`src/rtl/segled_scan_ctrl_pkg.sv`:
```
// Shared constants for the seven-segment scan controller: register map,
// CTRL field positions and the hex glyph table (active-high, g..a).
package segled_pkg;

  localparam logic [2:0] ADDR_CTRL   = 3'd0;
  localparam logic [2:0] ADDR_DATA   = 3'd1;
  localparam logic [2:0] ADDR_POINT  = 3'd2;
  localparam logic [2:0] ADDR_BLANK  = 3'd3;
  localparam logic [2:0] ADDR_BLINK  = 3'd4;
  localparam logic [2:0] ADDR_STATUS = 3'd5;

  localparam int unsigned CTRL_EN_BIT       = 0;
  localparam int unsigned CTRL_BRIGHT_LSB   = 8;
  localparam int unsigned CTRL_BLINK_EN_BIT = 16;
  localparam int unsigned STATUS_PEND_BIT   = 8;

  localparam logic [6:0] HEX_SEG [16] = '{
    7'h3F, 7'h06, 7'h5B, 7'h4F, 7'h66, 7'h6D, 7'h7D, 7'h07,
    7'h7F, 7'h6F, 7'h77, 7'h7C, 7'h39, 7'h5E, 7'h79, 7'h71
  };

  function automatic logic [6:0] hex_to_seg(input logic [3:0] nibble);
    return HEX_SEG[nibble];
  endfunction

endpackage

```
`src/rtl/segled_scan_ctrl_if.sv`:
```
// Avalon-MM slave bus bundle for the scan controller (read latency 1, no waitrequest).
interface segled_scan_ctrl_if;
  logic [2:0]  avs_address;
  logic        avs_write;
  logic [31:0] avs_writedata;
  logic        avs_read;
  logic [31:0] avs_readdata;

  modport master (
    output avs_address, avs_write, avs_writedata, avs_read,
    input  avs_readdata
  );

  modport slave (
    input  avs_address, avs_write, avs_writedata, avs_read,
    output avs_readdata
  );
endinterface

```
`src/rtl/segled_scan_ctrl_hex_decode.sv`:
```
// Combinational hex nibble to active-high seven-segment pattern (g..a).
module segled_hex_decode
  import segled_pkg::*;
(
  input  logic [3:0] nibble_i,
  output logic [6:0] seg_o
);
  always_comb begin
    seg_o = hex_to_seg(nibble_i);
  end
endmodule

```
`src/rtl/segled_scan_ctrl.sv`:
```
// N-digit multiplexed seven-segment controller: Avalon-MM register file,
// double-buffered display state, PWM brightness, blink/blank, registered pins.
module segled_scan_ctrl
  import segled_pkg::*;
#(
  parameter int unsigned DIGITS         = 6,
  parameter int unsigned SUB_CYCLES     = 3125,
  parameter int unsigned BLINK_FRAMES   = 42,
  parameter bit          SEL_ACTIVE_LOW = 1'b1,
  parameter bit          SEG_ACTIVE_LOW = 1'b1
) (
  input  logic               clk,
  input  logic               rst_n,
  segled_scan_ctrl_if.slave  avs,
  output logic [DIGITS-1:0]  sel,
  output logic [7:0]         seg_led
);

  localparam int unsigned DW     = (DIGITS > 1) ? $clog2(DIGITS) : 1;
  localparam int unsigned SW     = $clog2(SUB_CYCLES);
  localparam int unsigned BW     = (BLINK_FRAMES > 1) ? $clog2(BLINK_FRAMES) : 1;
  localparam int unsigned DATA_W = 4 * DIGITS;

  if (DIGITS < 1 || DIGITS > 8) begin : g_bad_digits
    $error("segled_scan_ctrl: DIGITS must be in 1..8");
  end
  if (SUB_CYCLES < 2) begin : g_bad_sub
    $error("segled_scan_ctrl: SUB_CYCLES must be at least 2");
  end

  logic              en_q, en_d, blink_en_q, blink_en_d;
  logic [3:0]        bright_q, bright_d;
  logic [DATA_W-1:0] sh_data_q, sh_data_d, act_data_q, act_data_d;
  logic [DIGITS-1:0] sh_point_q, sh_point_d, act_point_q, act_point_d;
  logic [DIGITS-1:0] sh_blank_q, sh_blank_d, act_blank_q, act_blank_d;
  logic [DIGITS-1:0] sh_blink_q, sh_blink_d, act_blink_q, act_blink_d;
  logic              pending_q, pending_d, phase_q, phase_d;
  logic [SW-1:0]     sub_q, sub_d;
  logic [3:0]        slot_q, slot_d;
  logic [DW-1:0]     digit_q, digit_d;
  logic [BW-1:0]     bcnt_q, bcnt_d;
  logic [31:0]       rdata_q, rdata_d;
  logic [DIGITS-1:0] sel_q, sel_d;
  logic [7:0]        seg_q, seg_d;

  logic              commit, wr, frame_wrap;
  logic [DATA_W-1:0] eff_data;
  logic [DIGITS-1:0] eff_point, eff_blank, eff_blink, dmask;
  logic [3:0]        nibble;
  logic [6:0]        glyph;
  logic              lit;
  logic              unused_wd;

  assign unused_wd        = ^avs.avs_writedata;
  assign wr               = avs.avs_write;
  assign avs.avs_readdata = rdata_q;
  assign sel              = sel_q;
  assign seg_led          = seg_q;

  // Counters at (0,0,0) with EN set marks the first cycle of a frame, including
  // the restart right after EN rises, so that is the single commit cycle.
  assign commit = en_q && (sub_q == '0) && (slot_q == '0) && (digit_q == '0);

  // The frame starting now must already show the committed values.
  assign eff_data  = commit ? sh_data_q  : act_data_q;
  assign eff_point = commit ? sh_point_q : act_point_q;
  assign eff_blank = commit ? sh_blank_q : act_blank_q;
  assign eff_blink = commit ? sh_blink_q : act_blink_q;
  assign dmask     = DIGITS'(1) << digit_q;
  assign nibble    = 4'(eff_data >> {digit_q, 2'b00});

  segled_hex_decode u_dec (
    .nibble_i (nibble),
    .seg_o    (glyph)
  );

  always_comb begin
    sub_d      = '0;
    slot_d     = '0;
    digit_d    = '0;
    bcnt_d     = '0;
    phase_d    = 1'b0;
    frame_wrap = 1'b0;
    if (en_q) begin
      sub_d   = (sub_q == SW'(SUB_CYCLES - 1)) ? '0 : sub_q + 1'b1;
      slot_d  = slot_q;
      digit_d = digit_q;
      bcnt_d  = bcnt_q;
      phase_d = phase_q;
      if (sub_q == SW'(SUB_CYCLES - 1)) begin
        slot_d = slot_q + 4'd1;
        if (slot_q == 4'hF) begin
          digit_d    = (digit_q == DW'(DIGITS - 1)) ? '0 : digit_q + 1'b1;
          frame_wrap = (digit_q == DW'(DIGITS - 1));
        end
      end
      if (frame_wrap) begin
        if (bcnt_q == BW'(BLINK_FRAMES - 1)) begin
          bcnt_d  = '0;
          phase_d = ~phase_q;
        end else begin
          bcnt_d = bcnt_q + 1'b1;
        end
      end
    end
  end

  always_comb begin
    en_d        = en_q;
    bright_d    = bright_q;
    blink_en_d  = blink_en_q;
    sh_data_d   = sh_data_q;
    sh_point_d  = sh_point_q;
    sh_blank_d  = sh_blank_q;
    sh_blink_d  = sh_blink_q;
    act_data_d  = commit ? sh_data_q  : act_data_q;
    act_point_d = commit ? sh_point_q : act_point_q;
    act_blank_d = commit ? sh_blank_q : act_blank_q;
    act_blink_d = commit ? sh_blink_q : act_blink_q;
    pending_d   = commit ? 1'b0 : pending_q;
    if (wr) begin
      unique case (avs.avs_address)
        ADDR_CTRL: begin
          en_d       = avs.avs_writedata[CTRL_EN_BIT];
          bright_d   = avs.avs_writedata[CTRL_BRIGHT_LSB +: 4];
          blink_en_d = avs.avs_writedata[CTRL_BLINK_EN_BIT];
        end
        ADDR_DATA:  begin sh_data_d  = avs.avs_writedata[DATA_W-1:0]; pending_d = 1'b1; end
        ADDR_POINT: begin sh_point_d = avs.avs_writedata[DIGITS-1:0]; pending_d = 1'b1; end
        ADDR_BLANK: begin sh_blank_d = avs.avs_writedata[DIGITS-1:0]; pending_d = 1'b1; end
        ADDR_BLINK: begin sh_blink_d = avs.avs_writedata[DIGITS-1:0]; pending_d = 1'b1; end
        default: ;
      endcase
    end
  end

  always_comb begin
    rdata_d = '0;
    if (avs.avs_read) begin
      unique case (avs.avs_address)
        ADDR_CTRL: begin
          rdata_d[CTRL_EN_BIT]           = en_q;
          rdata_d[CTRL_BRIGHT_LSB +: 4]  = bright_q;
          rdata_d[CTRL_BLINK_EN_BIT]     = blink_en_q;
        end
        ADDR_DATA:   rdata_d = 32'(sh_data_q);
        ADDR_POINT:  rdata_d = 32'(sh_point_q);
        ADDR_BLANK:  rdata_d = 32'(sh_blank_q);
        ADDR_BLINK:  rdata_d = 32'(sh_blink_q);
        ADDR_STATUS: begin
          rdata_d[2:0]             = 3'(digit_q);
          rdata_d[STATUS_PEND_BIT] = pending_q;
        end
        default: ;
      endcase
    end
  end

  always_comb begin
    lit = en_q && (slot_q < bright_q) && ((eff_blank & dmask) == '0) &&
          !(blink_en_q && ((eff_blink & dmask) != '0) && phase_q);
    sel_d = lit ? dmask : '0;
    seg_d = lit ? {((eff_point & dmask) != '0), glyph} : 8'h00;
    if (SEL_ACTIVE_LOW) sel_d = ~sel_d;
    if (SEG_ACTIVE_LOW) seg_d = ~seg_d;
  end

  always_ff @(posedge clk) begin
    if (!rst_n) begin
      en_q        <= 1'b0;
      bright_q    <= '0;
      blink_en_q  <= 1'b0;
      sh_data_q   <= '0;
      sh_point_q  <= '0;
      sh_blank_q  <= '0;
      sh_blink_q  <= '0;
      act_data_q  <= '0;
      act_point_q <= '0;
      act_blank_q <= '0;
      act_blink_q <= '0;
      pending_q   <= 1'b0;
      phase_q     <= 1'b0;
      sub_q       <= '0;
      slot_q      <= '0;
      digit_q     <= '0;
      bcnt_q      <= '0;
      rdata_q     <= '0;
      sel_q       <= {DIGITS{SEL_ACTIVE_LOW}};
      seg_q       <= {8{SEG_ACTIVE_LOW}};
    end else begin
      en_q        <= en_d;
      bright_q    <= bright_d;
      blink_en_q  <= blink_en_d;
      sh_data_q   <= sh_data_d;
      sh_point_q  <= sh_point_d;
      sh_blank_q  <= sh_blank_d;
      sh_blink_q  <= sh_blink_d;
      act_data_q  <= act_data_d;
      act_point_q <= act_point_d;
      act_blank_q <= act_blank_d;
      act_blink_q <= act_blink_d;
      pending_q   <= pending_d;
      phase_q     <= phase_d;
      sub_q       <= sub_d;
      slot_q      <= slot_d;
      digit_q     <= digit_d;
      bcnt_q      <= bcnt_d;
      rdata_q     <= rdata_d;
      sel_q       <= sel_d;
      seg_q       <= seg_d;
    end
  end

endmodule

```
`src/flat_wrapper.sv`:
```
// flat-port wrapper written by rule: the top's interface ports become plain ports
module segled_scan_ctrl_flat import segled_pkg::*;
#(
  parameter int unsigned DIGITS         = 6,
  parameter int unsigned SUB_CYCLES     = 3125,
  parameter int unsigned BLINK_FRAMES   = 42,
  parameter bit          SEL_ACTIVE_LOW = 1'b1,
  parameter bit          SEG_ACTIVE_LOW = 1'b1
)
  (clk, rst_n, sel, seg_led, avs_avs_address, avs_avs_write, avs_avs_writedata, avs_avs_read, avs_avs_readdata);
  segled_scan_ctrl_if avs_i ();
  input  logic clk;
  input  logic rst_n;
  output logic [DIGITS-1:0] sel;
  output logic [7:0] seg_led;
  input wire logic [$bits(avs_i.avs_address)-1:0] avs_avs_address;
  input wire logic [$bits(avs_i.avs_write)-1:0] avs_avs_write;
  input wire logic [$bits(avs_i.avs_writedata)-1:0] avs_avs_writedata;
  input wire logic [$bits(avs_i.avs_read)-1:0] avs_avs_read;
  output wire logic [$bits(avs_i.avs_readdata)-1:0] avs_avs_readdata;
  assign avs_i.avs_address = avs_avs_address;
  assign avs_i.avs_write = avs_avs_write;
  assign avs_i.avs_writedata = avs_avs_writedata;
  assign avs_i.avs_read = avs_avs_read;
  assign avs_avs_readdata = avs_i.avs_readdata;
  segled_scan_ctrl #(.DIGITS(DIGITS), .SUB_CYCLES(SUB_CYCLES), .BLINK_FRAMES(BLINK_FRAMES), .SEL_ACTIVE_LOW(SEL_ACTIVE_LOW), .SEG_ACTIVE_LOW(SEG_ACTIVE_LOW)) u_core (.clk(clk), .rst_n(rst_n), .avs(avs_i), .sel(sel), .seg_led(seg_led));
endmodule
```
`config.mk`:
```
export PLATFORM = sky130hd
export DESIGN_NAME = segled_scan_ctrl_flat
export DESIGN_NICKNAME = d
export VERILOG_FILES = /design/src/rtl/segled_scan_ctrl_pkg.sv /design/src/rtl/segled_scan_ctrl_if.sv /design/src/rtl/segled_scan_ctrl_hex_decode.sv /design/src/rtl/segled_scan_ctrl.sv /design/src/flat_wrapper.sv
export SDC_FILE = /design/constraint.sdc
export NUM_CORES = 1
export LEC_CHECK = 0
export ABC_AREA = 1
export BUFFER_PORTS_ARGS = -buffer_cell sky130_fd_sc_hd__buf_2
export CAP_MARGIN = 20
export CORE_MARGIN = 3
export CORE_UTILIZATION = 52
export DETAILED_ROUTE_END_ITERATION = 8
export PLACE_DENSITY = 0.74
export SLEW_MARGIN = 20
export SYNTH_ARGS = -nofsm -noshare
export SYNTH_HDL_FRONTEND = slang
export SYNTH_SLANG_ARGS = --single-unit
```
`constraint.sdc`:
```
create_clock -name clk -period 2.45 [get_ports clk]
set_clock_uncertainty 0.15 [all_clocks]
set_input_delay 0.1225 -clock clk [delete_from_list [all_inputs] [get_ports clk]]
set_output_delay 0.1225 -clock clk [all_outputs]
set_load 0.05 [all_outputs]
```
# Word level (Yosys, flattened, before mapping)
# Memory sizes are Yosys's and may differ from the RTL's.
# Cells that the tools add are included.
[word_totals]
register_bits = 163
latchBits = 0
ramBits = 0
mem_bits_ro = 112
input_bits = 39
output_inout_bits = 46
word_cells = 98
mem_count = 1
[memory_table]
columns = ["memory", "depth", "width", "read_ports", "rd_ports_with_merged_regs", "write_ports", "line", "rtl"]
rows = [
  ["(name not given)", 16, 7, 1, 0, 0, "segled_scan_ctrl_pkg.sv:23", "return HEX_SEG[nibble];"],
]
[classes]
add_sub_neg = 4
mul = 0
div_mod_pow = 0
magnitude_cmp = 2
n_eq_ne = 9
shifts = 2
n_mux = 22
bitwise_logic = 9
reduce_logical = 28
[ops]
columns = ["operator", "count"]
rows = [
  ["$mux 6", 5],
  ["$mux 24", 1],
  ["$shr 24x5->4", 1],
  ["$pmux 5 s4", 1],
  ["$and 6x6->6", 3],
  ["$reduce_and 2->1", 9],
  ["$mux 7", 2],
  ["$add 12x1->12 const B", 1],
  ["$eq 12x12->1 const B", 1],
  ["$logic_not 12->1", 1],
  ["$reduce_bool 6->1", 2],
  ["$pmux 2 s5", 1],
  ["$eq 3x3->1 const B", 3],
  ["$logic_and 1x1->1", 8],
  ["$mux 8", 1],
  ["$not 8->8", 1],
  ["$add 6x1->6 const B", 1],
  ["$eq 3x2->1 const B", 2],
  ["$eq 6x6->1 const B", 1],
  ["$logic_not 3->1", 2],
  ["$logic_not 6->1", 1],
  ["$mux 1", 6],
  ["$not 6->6", 1],
  ["$pmux 1 s6", 1],
  ["other kinds (18)", 20],
]

# Depth between registers and ports, before layout
# Gate-level depths: netlist of run 1.
[depth]
ltp_word = 13
depth_mapped = 19
depth_no_buf = 17

# Hierarchy
# A second synthesis of run 1 with hierarchy kept.
[hier_totals]
cells_unflattened = 939
area_unflattened_um2 = 6851.6
[by_module_without_submodules]
columns = ["mod", "n_inst", "cells_each", "area_each_um2", "seq_area_each_um2"]
rows = [
  ["segled_scan_ctrl", 1, 887, 6581.3, 3103.0],
  ["segled_hex_decode", 1, 52, 270.3, 0.0],
]

# Worst setup path after synthesis of run 1
# No wires, ideal clock.
[synth_path]
path_type = "register to register"
start = "register u_core.slot_q[0]"
end = "register u_core.seg_q[1], in the netlist u_core.seg_led[1]"
setup_ns = 0.113
arrival_ns = 2.344
t_required_ns = 2.187
slack_ns = -0.157
path_stages_with_launch = 20
path_buffers = 2
period_less_slack_ns = 2.607
path_cell_list = "dfxtp_1 > inv_1 > ha_1 > nand3_1 > nor2_8 > nand3_4 > buf_6 > buf_6 > nand2_1 > o21ai_0 > nand2_1 > nand2_1 > nor2_2 > nor2_1 > nor2_2 > ha_1 > nand3_1 > nand2_1 > inv_1 > nand2_1"
[synth_between]
elab_chain_len = 12
elab_cells_between_ends = 24
classes_between = "1 x order compare; 1 x shift; 6 x mux; 4 x bitwise; 11 x reduce/logical; 1 x memory"
[synth_rtl]
columns = ["element", "line", "rtl"]
rows = [
  ["start: declaration", "segled_scan_ctrl.sv:39", "logic [3:0] slot_q, slot_d;"],
  ["start signal: assignment", "segled_scan_ctrl.sv:205", "slot_q <= slot_d;"],
  ["branches (longest 10 deep; another with $mem_v2 16x7)", "-", ""],
  ["$mux 8 (*)", "segled_scan_ctrl.sv:163", "seg_d = lit ? {((eff_point & dmask) != '0), glyph} : 8'h00;"],
  ["$not 8->8 (*)", "segled_scan_ctrl.sv:165", "if (SEG_ACTIVE_LOW) seg_d = ~seg_d;"],
  ["end signal: assignment", "segled_scan_ctrl.sv:189", "seg_q <= {8{SEG_ACTIVE_LOW}};"],
  ["end signal: assignment", "segled_scan_ctrl.sv:210", "seg_q <= seg_d;"],
  ["end: declaration", "segled_scan_ctrl.sv:44", "logic [7:0] seg_q, seg_d;"],
]
# Mark *: on every way between the ends. The select of a mux whose other input is x is not followed.
# A chain may end at the register's enable or synchronous reset.

# Worst setup path after layout of run 1
# Ends and elaborated chain as after synthesis.

==> summary.md, run 1 <==
| Metric | Value |
|---|---|
| Antenna Violating Nets Remaining | `0` |
| Ports | `85` |
| CP startpoint | `u_core.slot_q[0]` |
| Worst path required time | `around 2.6 ns` |
| CP Capture Type | `flop` |
| Worst Setup EP | `u_core.seg_led[1]` |
| CTS max path bufs | `2` |
| Clock sinks | `155` |
| Sequential share of the synthesized area | `0.4543` |
| Fmax | `406.0 MHz` |
| Worst r2r dst | `u_core.seg_led[1]` |
| First-pass GRT wire length | `just over 30000 um` |
| Final wirelength | `18940 um` |
| Clock root buffer | `clkbuf_16` |
| Via count | `about 6800` |
| Core ar. | `0.01272 sq mm` |
| Row count | `41` |
| Fin crit period | `approximately 2.5 ns` |
| Placer Congestion | `0.9058` |
| FILL cells | `983` |
| Most common cell after layout, fill and taps aside | `dfxtp_1` |
| Detail Placement HPWL | `12690 um` |
| Finished Cell Area | `about 0.009 sq mm` |
| Tightest Hold Check Type | `in -> reg` |
| R2r setup slk | `-0.01 ns` |
| Least-Margin Pin Slew | `0.5334 ns` |
| Most frequent cells in the layout | `dfxtp_1, nand2_1, inv_1` |
| Fraction of layout cells with a size suffix above 1 | `0.2464` |
| Via density | `5.271` |
| CTS tree | `yes` |
| Cells on worst reg2reg path | `17` |
| Final Hold Vio Count | `0` |
| Static Leak | `3.784 nW` |
| WL/cell | `14.75 um` |
| RSZ-0062 raised after global routing | `yes` |
| Max-cap violation count | `0` |
| Syn avg cell area | `7.392 sq um` |
| Yosys warnings | `0` |
| DRC viols | `0` |
| Status | `complete, but fails checks` |
| Grt ovf | `0` |
| CP startpoint kind | `flop` |
| Hold_ws | `just under 0.08 ns` |
| Final std cells w/o fill | `1284` |
| Number of global-route vias before repair | `6401` |
| Worst setup path category | `reg -> reg` |
| Synth area leaders | `dfxtp_1, nand2_1, inv_1` |
| Power, Total | `~5.5 mW` |
| GRT Overall Usage | `0.2668` |
| Worst Path Arrival | `between 2 and 3 ns` |
| Multi-input logic area | `0.003207 sq mm` |
| Die boundary height | `120.6 um` |
| Pins Over Slew Limit | `0` |
| Worst Path Max Fanout | `9` |
| Final setup violation count | `1` |
| Yosys reg bits | `between 150 and 200` |
| Setup slack after layout | `-0.01330 ns` |
| Post-Syn Area | `approximately 0.007 sq mm` |
| Synth Instances | `924` |
| Power Dens Cells | `608.3 mW/mm^2` |
| Port bufs | `roughly 70` |
| Initial DRC Count | `565` |
| Fin crit share | `1.005` |
| Die Span X | `120.6 um` |
| Pin count of the biggest net entering global routing | `47` |
| Num CTS Buffers | `17` |
| Headroom to the max-slew limit | `0.6435` |
| Most area-hungry cell type in the Yosys netlist | `dfxtp_1` |
| R2r startpoint | `u_core.slot_q[0]` |
| Area Overhead vs Synth | `33.30%` |
| Register area | `0.003112 sq mm` |
| Synth cell types | `46` |
| H-tree depth | `4` |
| Clk_lat worst skew | `0.44 ns` |
| Die Area | `approximately 0.015 sq mm` |
| Diodes inserted | `0` |
| Number of detailed-route iterations in the first pass | `6` |
| Clock slew at reported path FFs | `~0.070 ns` |
| Final nets | `1157` |
| Dpl cell area | `0.007794 sq mm` |
| Worst vdd ir | `0.5810 mV` |
| Failing checks | `negative setup slack` |
| Placed cells | `1205` |
| Number of antenna violations at the first check in global routing | `0` |
| Yosys top cell area share | `0.4543` |
| Final Util | `0.7157` |
| Initial core utilization | `0.5369` |
[cells by family (layout without fill, tap and decap cells)]
group                      Yosys count  count (layout)  share of synthesized area
buffers and inverters              187             365                     0.1156
other                                1               8                  0.0005490
DFF                                155             155                     0.4543
xor gates and xnor gates             1               1                   0.001283
AOI/OAI and AO/OA                  200             200                     0.1627
and+or+nand+nor                    361             364                     0.2308
adders and majority gates           19              19                    0.03481
[cells in the mapped netlist (all sizes together)]
| library cell | number |
|---|---|
| o211ai | 4 |
| ha | 19 |
| nor3b | 6 |
| clkinv | 3 |
| o2111ai | 1 |
| o21bai | 3 |
| nand4 | 13 |
| or2 | 4 |
| a211oi | 2 |
| inv | 146 |
| o21ai | 86 |
| o22ai | 12 |
| a22oi | 1 |
| a21boi | 1 |
| nand2 | 164 |
| a21oi | 83 |
| nand3 | 33 |
| a221oi | 3 |
| conb | 1 |
| nand3b | 1 |
| nor4 | 2 |
| dfxtp | 155 |
| buf | 18 |
| o31ai | 3 |
| xor2 | 1 |
| clkbuf | 20 |
| nor3 | 14 |
| a31oi | 1 |
| nor2 | 124 |
[metal layers]
layer  global-route usage  routed length (um)  vias to the layer above
li1                     -                   -                     3304
met1               0.3139                7730                     3114
met2               0.4583                9162                      293
met3              0.07297                1311                       57
met4               0.1105                 731                        0
met5                    0                   0                        -
[final cells by class]
cell class / instances / share of cell area
Clock buffer: 18 / 0.04823
Clock inverter: 14 / 0.01498
Inverter: 149 / 0.06239
Multi-Input combinational cell: 592 / 0.3522
Sequential cell: 155 / 0.3418
Tap cell: 172 / 0.02364
Timing Repair Buffer: 184 / 0.1568
[per-stage QoR]
stage	TNS, ns	worst slack, ns
after CTS	-0.06341	-0.02642
final	-0.01330	-0.01330
after floorplan	-0.01795	-0.01795
after global routing	-1.227	-0.1715
after global placement	-0.8587	-0.1243
after detailed placement	-1.396	-0.1764
[registers in the layout (all words and copies together), names as in the netlist, 6 cells and up]
| name | count |
|---|---|
| u_core.sub_q | 12 |
| u_core.act_blank_q | 6 |
| u_core.sh_blink_q | 6 |
| u_core.act_point_q | 6 |
| u_core.seg_led | 8 |
| u_core.sh_data_q | 24 |
| u_core.avs.avs_readdata | 24 |
| u_core.act_blink_q | 6 |
| u_core.act_data_q | 24 |
| u_core.sh_point_q | 6 |
| u_core.sh_blank_q | 6 |
| u_core.bcnt_q | 6 |
| u_core.sel | 6 |
[worst min path at each step]
stage	start	endpoint	slack [ns]	cells past startpoint
after floorplan	avs_avs_writedata[10]	u_core.sh_data_q[10]	0.11	2
after global placement	avs_avs_writedata[10]	u_core.sh_data_q[10]	0.23	3
after detailed placement	avs_avs_writedata[10]	u_core.sh_data_q[10]	0.24	3
after CTS	avs_avs_address[0]	u_core.avs.avs_readdata[9]	0.05	6
after global routing	avs_avs_address[0]	u_core.avs.avs_readdata[8]	0.1	5
final	avs_avs_address[0]	u_core.avs.avs_readdata[8]	0.08	5
[critical path, stage by stage (launching register included)]
cell	delay (ns)
dfxtp_2	0.32
inv_2	0.07
ha_4	0.15
nand3_4	0.08
nor2_8	0.13
nand3_4	0.09
buf_12	0.17
buf_12	0.14
buf_12	0.12
a21oi_2	0.16
nor2_1	0.05
nor2_1	0.11
nand2_1	0.10
a21oi_2	0.21
buf_6	0.15
nand2_2	0.06
inv_2	0.05
nand2_2	0.04
[timing repair]
| action | 4_1_cts | 5_1_grt |
|---|---|---|
| hold endpoints to repair | 57 | 0 |
| buffers inserted | 4 | 5 |
| gates resized for setup | 28 | 40 |
| setup endpoints to repair | 14 | 20 |
| pin swaps | 16 | 20 |
| hold buffers | 32 | 0 |
| cloned | 5 | 1 |
[power by group]
part	leakage (nW)	internal (mW)	switching [mW]	total, mW
clock	0.274	1.45	1.12	2.57
sequential	1.26	2.56	0.0189	2.58
combinational	2.25	0.147	0.243	0.390
total	3.78	4.16	1.38	5.54
Note: power is estimated with default switching activity, not from simulation.
==> run 2: changes to the inputs <==
--- a/config.mk
+++ b/config.mk
@@ -5,13 +5,12 @@
 export SDC_FILE = /design/constraint.sdc
 export NUM_CORES = 1
 export LEC_CHECK = 0
-export ABC_AREA = 1
 export BUFFER_PORTS_ARGS = -buffer_cell sky130_fd_sc_hd__buf_2
 export CAP_MARGIN = 20
 export CORE_MARGIN = 3
 export CORE_UTILIZATION = 52
 export DETAILED_ROUTE_END_ITERATION = 8
-export PLACE_DENSITY = 0.74
+export PLACE_DENSITY = 0.73
 export SLEW_MARGIN = 20
 export SYNTH_ARGS = -nofsm -noshare
 export SYNTH_HDL_FRONTEND = slang
==> run 2 against run 1 <==
  * The run still ends with negative setup slack left
  * Worst setup slack got worse by 0.57 ns
  * Die area grew 0.91%
  * Clock-buffer cell count is 8 higher
  * Combinational power decreased by 29%
  * Global-route usage decreased by 1.4 points
  * Flip-flop and latch count did not move
  * Critical path depth down 7
  * Final cell count is 13% lower
  * Area after synthesis is 0.95% higher
  * Largest cell class unchanged
==> summary.md, run 2 <==
| Metric | Value |
|---|---|
| Status | `complete, but fails checks` |
| Failing checks | `negative setup slack` |
| Area Overhead vs Synth | `31.25%` |
| Least-Margin Pin Slew | `0.8103 ns` |
| Initial core utilization | `0.5398` |
| Syn avg cell area | `9.025 sq um` |
| Via density | `5.370` |
| Worst vdd ir | `0.4937 mV` |
| Number of detailed-route iterations in the first pass | `6` |
| Ports | `85` |
| Asr flop ratio synth | `0` |
| FILL cells | `971` |
| Worst slack, placed | `-0.7503 ns` |
| Placer Congestion | `0.9065` |
| Synth top cells by count | `dfxtp_1, nand2_1, a21boi_0` |
| Finished Cell Area | `just over 0.009 sq mm` |
| Clock root buffer | `clkbuf_16` |
| Headroom to the max-slew limit | `0.4598` |
| Yosys reg bits | `between 150 and 200` |
| Port bufs | `68` |
| DRC viols | `0` |
| Worst path required time | `2.62 ns` |
| Cells on worst reg2reg path | `10` |
| WL/cell | `between 15 and 20 um` |
| Most common cell after layout, fill and taps aside | `dfxtp_1` |
| Fin crit period | `3.032 ns` |
| Yosys top cell area share | `0.4500` |
| Via count | `between 6000 and 7000` |
| Hold Path Sink | `u_core.avs.avs_readdata[4]` |
| Synth Instances | `764` |
| Clock slew at reported path FFs | `0.06 ns` |
| Worst r2r dst | `u_core.seg_led[3]` |
| Diodes inserted | `0` |
| Fmax | `approximately 330 MHz` |
| CP Capture Type | `flop` |
| Row count | `41` |
| CTS max path bufs | `2` |
| Die Span X | `121.2 um` |
| Synth area leaders | `dfxtp_1, nand2_1, a21boi_0` |
| Most frequent cells in the layout | `dfxtp_1, nand2_1, buf_4` |
| Pin count of the biggest net entering global routing | `95` |
| Worst hold start | `avs_avs_address[2]` |
| Power, Total | `between 5 and 6 mW` |
| Number of antenna violations at the first check in global routing | `0` |
| CTS tree | `yes` |
| Die boundary height | `~120 um` |
| Fraction of layout cells with a size suffix above 1 | `0.2643` |
| Setup slack after layout | `-0.5822 ns` |
| Final setup violation count | `19` |
| H-tree depth | `4` |
| Pins Over Slew Limit | `0` |
| Antenna Violating Nets Remaining | `0` |
| Sequential share of the synthesized area | `0.4500` |
| Detail Placement HPWL | `12580 um` |
| Static Leak | `3.576 nW` |
| Core ar. | `0.01277 sq mm` |
| Clk_lat worst skew | `about 0.43 ns` |
| Number of synthesized flops with an enable pin | `0` |
| Clock sinks | `between 150 and 200` |
| Max-cap violation count | `0` |
| Most area-hungry cell type in the Yosys netlist | `dfxtp_1` |
| Post-Syn Area | `0.006895 sq mm` |
| Num CTS Buffers | `17` |
| Die Area | `0.01468 sq mm` |
| Worst setup path category | `reg -> reg` |
| Setup_tns | `-4.409 ns` |
| Initial DRC Count | `~370` |
| Final Hold Vio Count | `0` |
| Synth cell types | `68` |
| Power Dens Cells | `571.8 mW/mm^2` |
| Main synth FF type | `dfxtp_1` |
| R2r setup slk | `-0.58 ns` |
| CP startpoint kind | `flop` |
| Fin crit share | `1.238` |
| R2r startpoint | `u_core.sub_q[7]` |
| Hold_ws | `0.02354 ns` |
| Final nets | `995` |
| Worst Path Arrival | `3.20 ns` |
| First-pass GRT wire length | `around 29000 um` |
| Grt ovf | `0` |
| Yosys warnings | `0` |
| Dpl cell area | `0.007909 sq mm` |
| Number of global-route vias before repair | `5869` |
| Worst Path Max Fanout | `5` |
| Top-count cell post-synth | `dfxtp_1` |
| Worst Hold Depth | `4` |
| Tightest Hold Check Type | `in -> reg` |
| GRT Overall Usage | `0.2525` |
| Final wirelength | `18300 um` |
| RSZ-0062 raised after global routing | `yes` |
[run 2: cell types whose count changed after synthesis, sizes merged, moves of 17 or more]
cell    delta
inv      -126
o21ai     -75
a21oi     -69
nor2      -69
a21boi    +58
mux2i     +43
nor2b     +33
nand2     -22
and2      +17
[run 2: cell families (layout without fill, tap and decap cells)]
logic type / Yosys count / in the layout / share of synthesized area
and+or+nand+nor: 320 / 320 / 0.2236
other: 1 / 8 / 0.0005438
AOI/OAI and AO/OA: 128 / 129 / 0.1377
xor gates and xnor gates: 21 / 21 / 0.02667
muxes: 50 / 50 / 0.08038
adders and majority gates: 19 / 19 / 0.03448
DFF: 155 / 155 / 0.4500
buffers and inverters: 70 / 244 / 0.04663
[run 2: cell type report]
type | count | area (sq um) | share of cell area
Clock buffer | 26 | 499.2 | 0.05516
Clock inverter | 2 | 12.51 | 0.001383
Inverter | 21 | 83.83 | 0.009263
Multi-Input combinational cell | 547 | 3755 | 0.4149
Sequential cell | 155 | 3104 | 0.3430
Tap cell | 172 | 215.2 | 0.02378
Timing Repair Buffer | 195 | 1380 | 0.1525
[run 2: worst max path at each step]
stage | cells past startpoint | endpoint | start | slack (ns)
after floorplan | 12 | u_core.seg_led[3] | u_core.sub_q[7] | -0.60
final | 10 | u_core.seg_led[3] | u_core.sub_q[7] | -0.58
after global routing | 10 | u_core.seg_led[3] | u_core.sub_q[7] | -0.66
after global placement | 10 | u_core.seg_led[3] | u_core.sub_q[7] | -0.67
after CTS | 9 | u_core.seg_led[3] | u_core.sub_q[8] | -0.61
after detailed placement | 10 | u_core.seg_led[3] | u_core.sub_q[7] | -0.75
[run 2: layer usage]
layer	wire length, um	GRT usage	vias up
met5	0	0	-
met4	335	0.08473	0
met3	876	0.05221	28
met2	9129	0.4241	175
met1	7958	0.3247	2869
li1	-	-	2932
[run 2: critical path: stages, from the launching register on]
cell and delay [ns]:
dfxtp_2 0.32, or4_4 0.56, or2_4 0.32, nor2_8 0.15, a221oi_2 0.08, and2_1 0.15, or2_4 0.28, ha_4 0.28
inv_4 0.03, mux4_2 0.44, nand2b_4 0.14
[run 2: repair_timing]
action	in CTS	in global routing
endpoints found under the hold margin	58	0
hold buffers	27	0
resized for setup	33	16
pin swaps	19	16
setup buffers	9	8
gates cloned	1	0
endpoints found under the setup margin	20	24
[run 2: power by group]
group	leakage [nW]	internal [mW]	total [mW]	switching, mW
sequential	1.25	2.54	2.56	0.0183
combinational	2.08	0.119	0.275	0.156
clock	0.248	1.38	2.34	0.962
total	3.58	4.04	5.17	1.14
[run 2: per-stage QoR]
step,util,cells
after global routing,0.7085,1118
after floorplan,-,771
final,0.7085,1118
after global placement,0.6192,1045
after detailed placement,0.6192,1045
after CTS,0.6987,1110
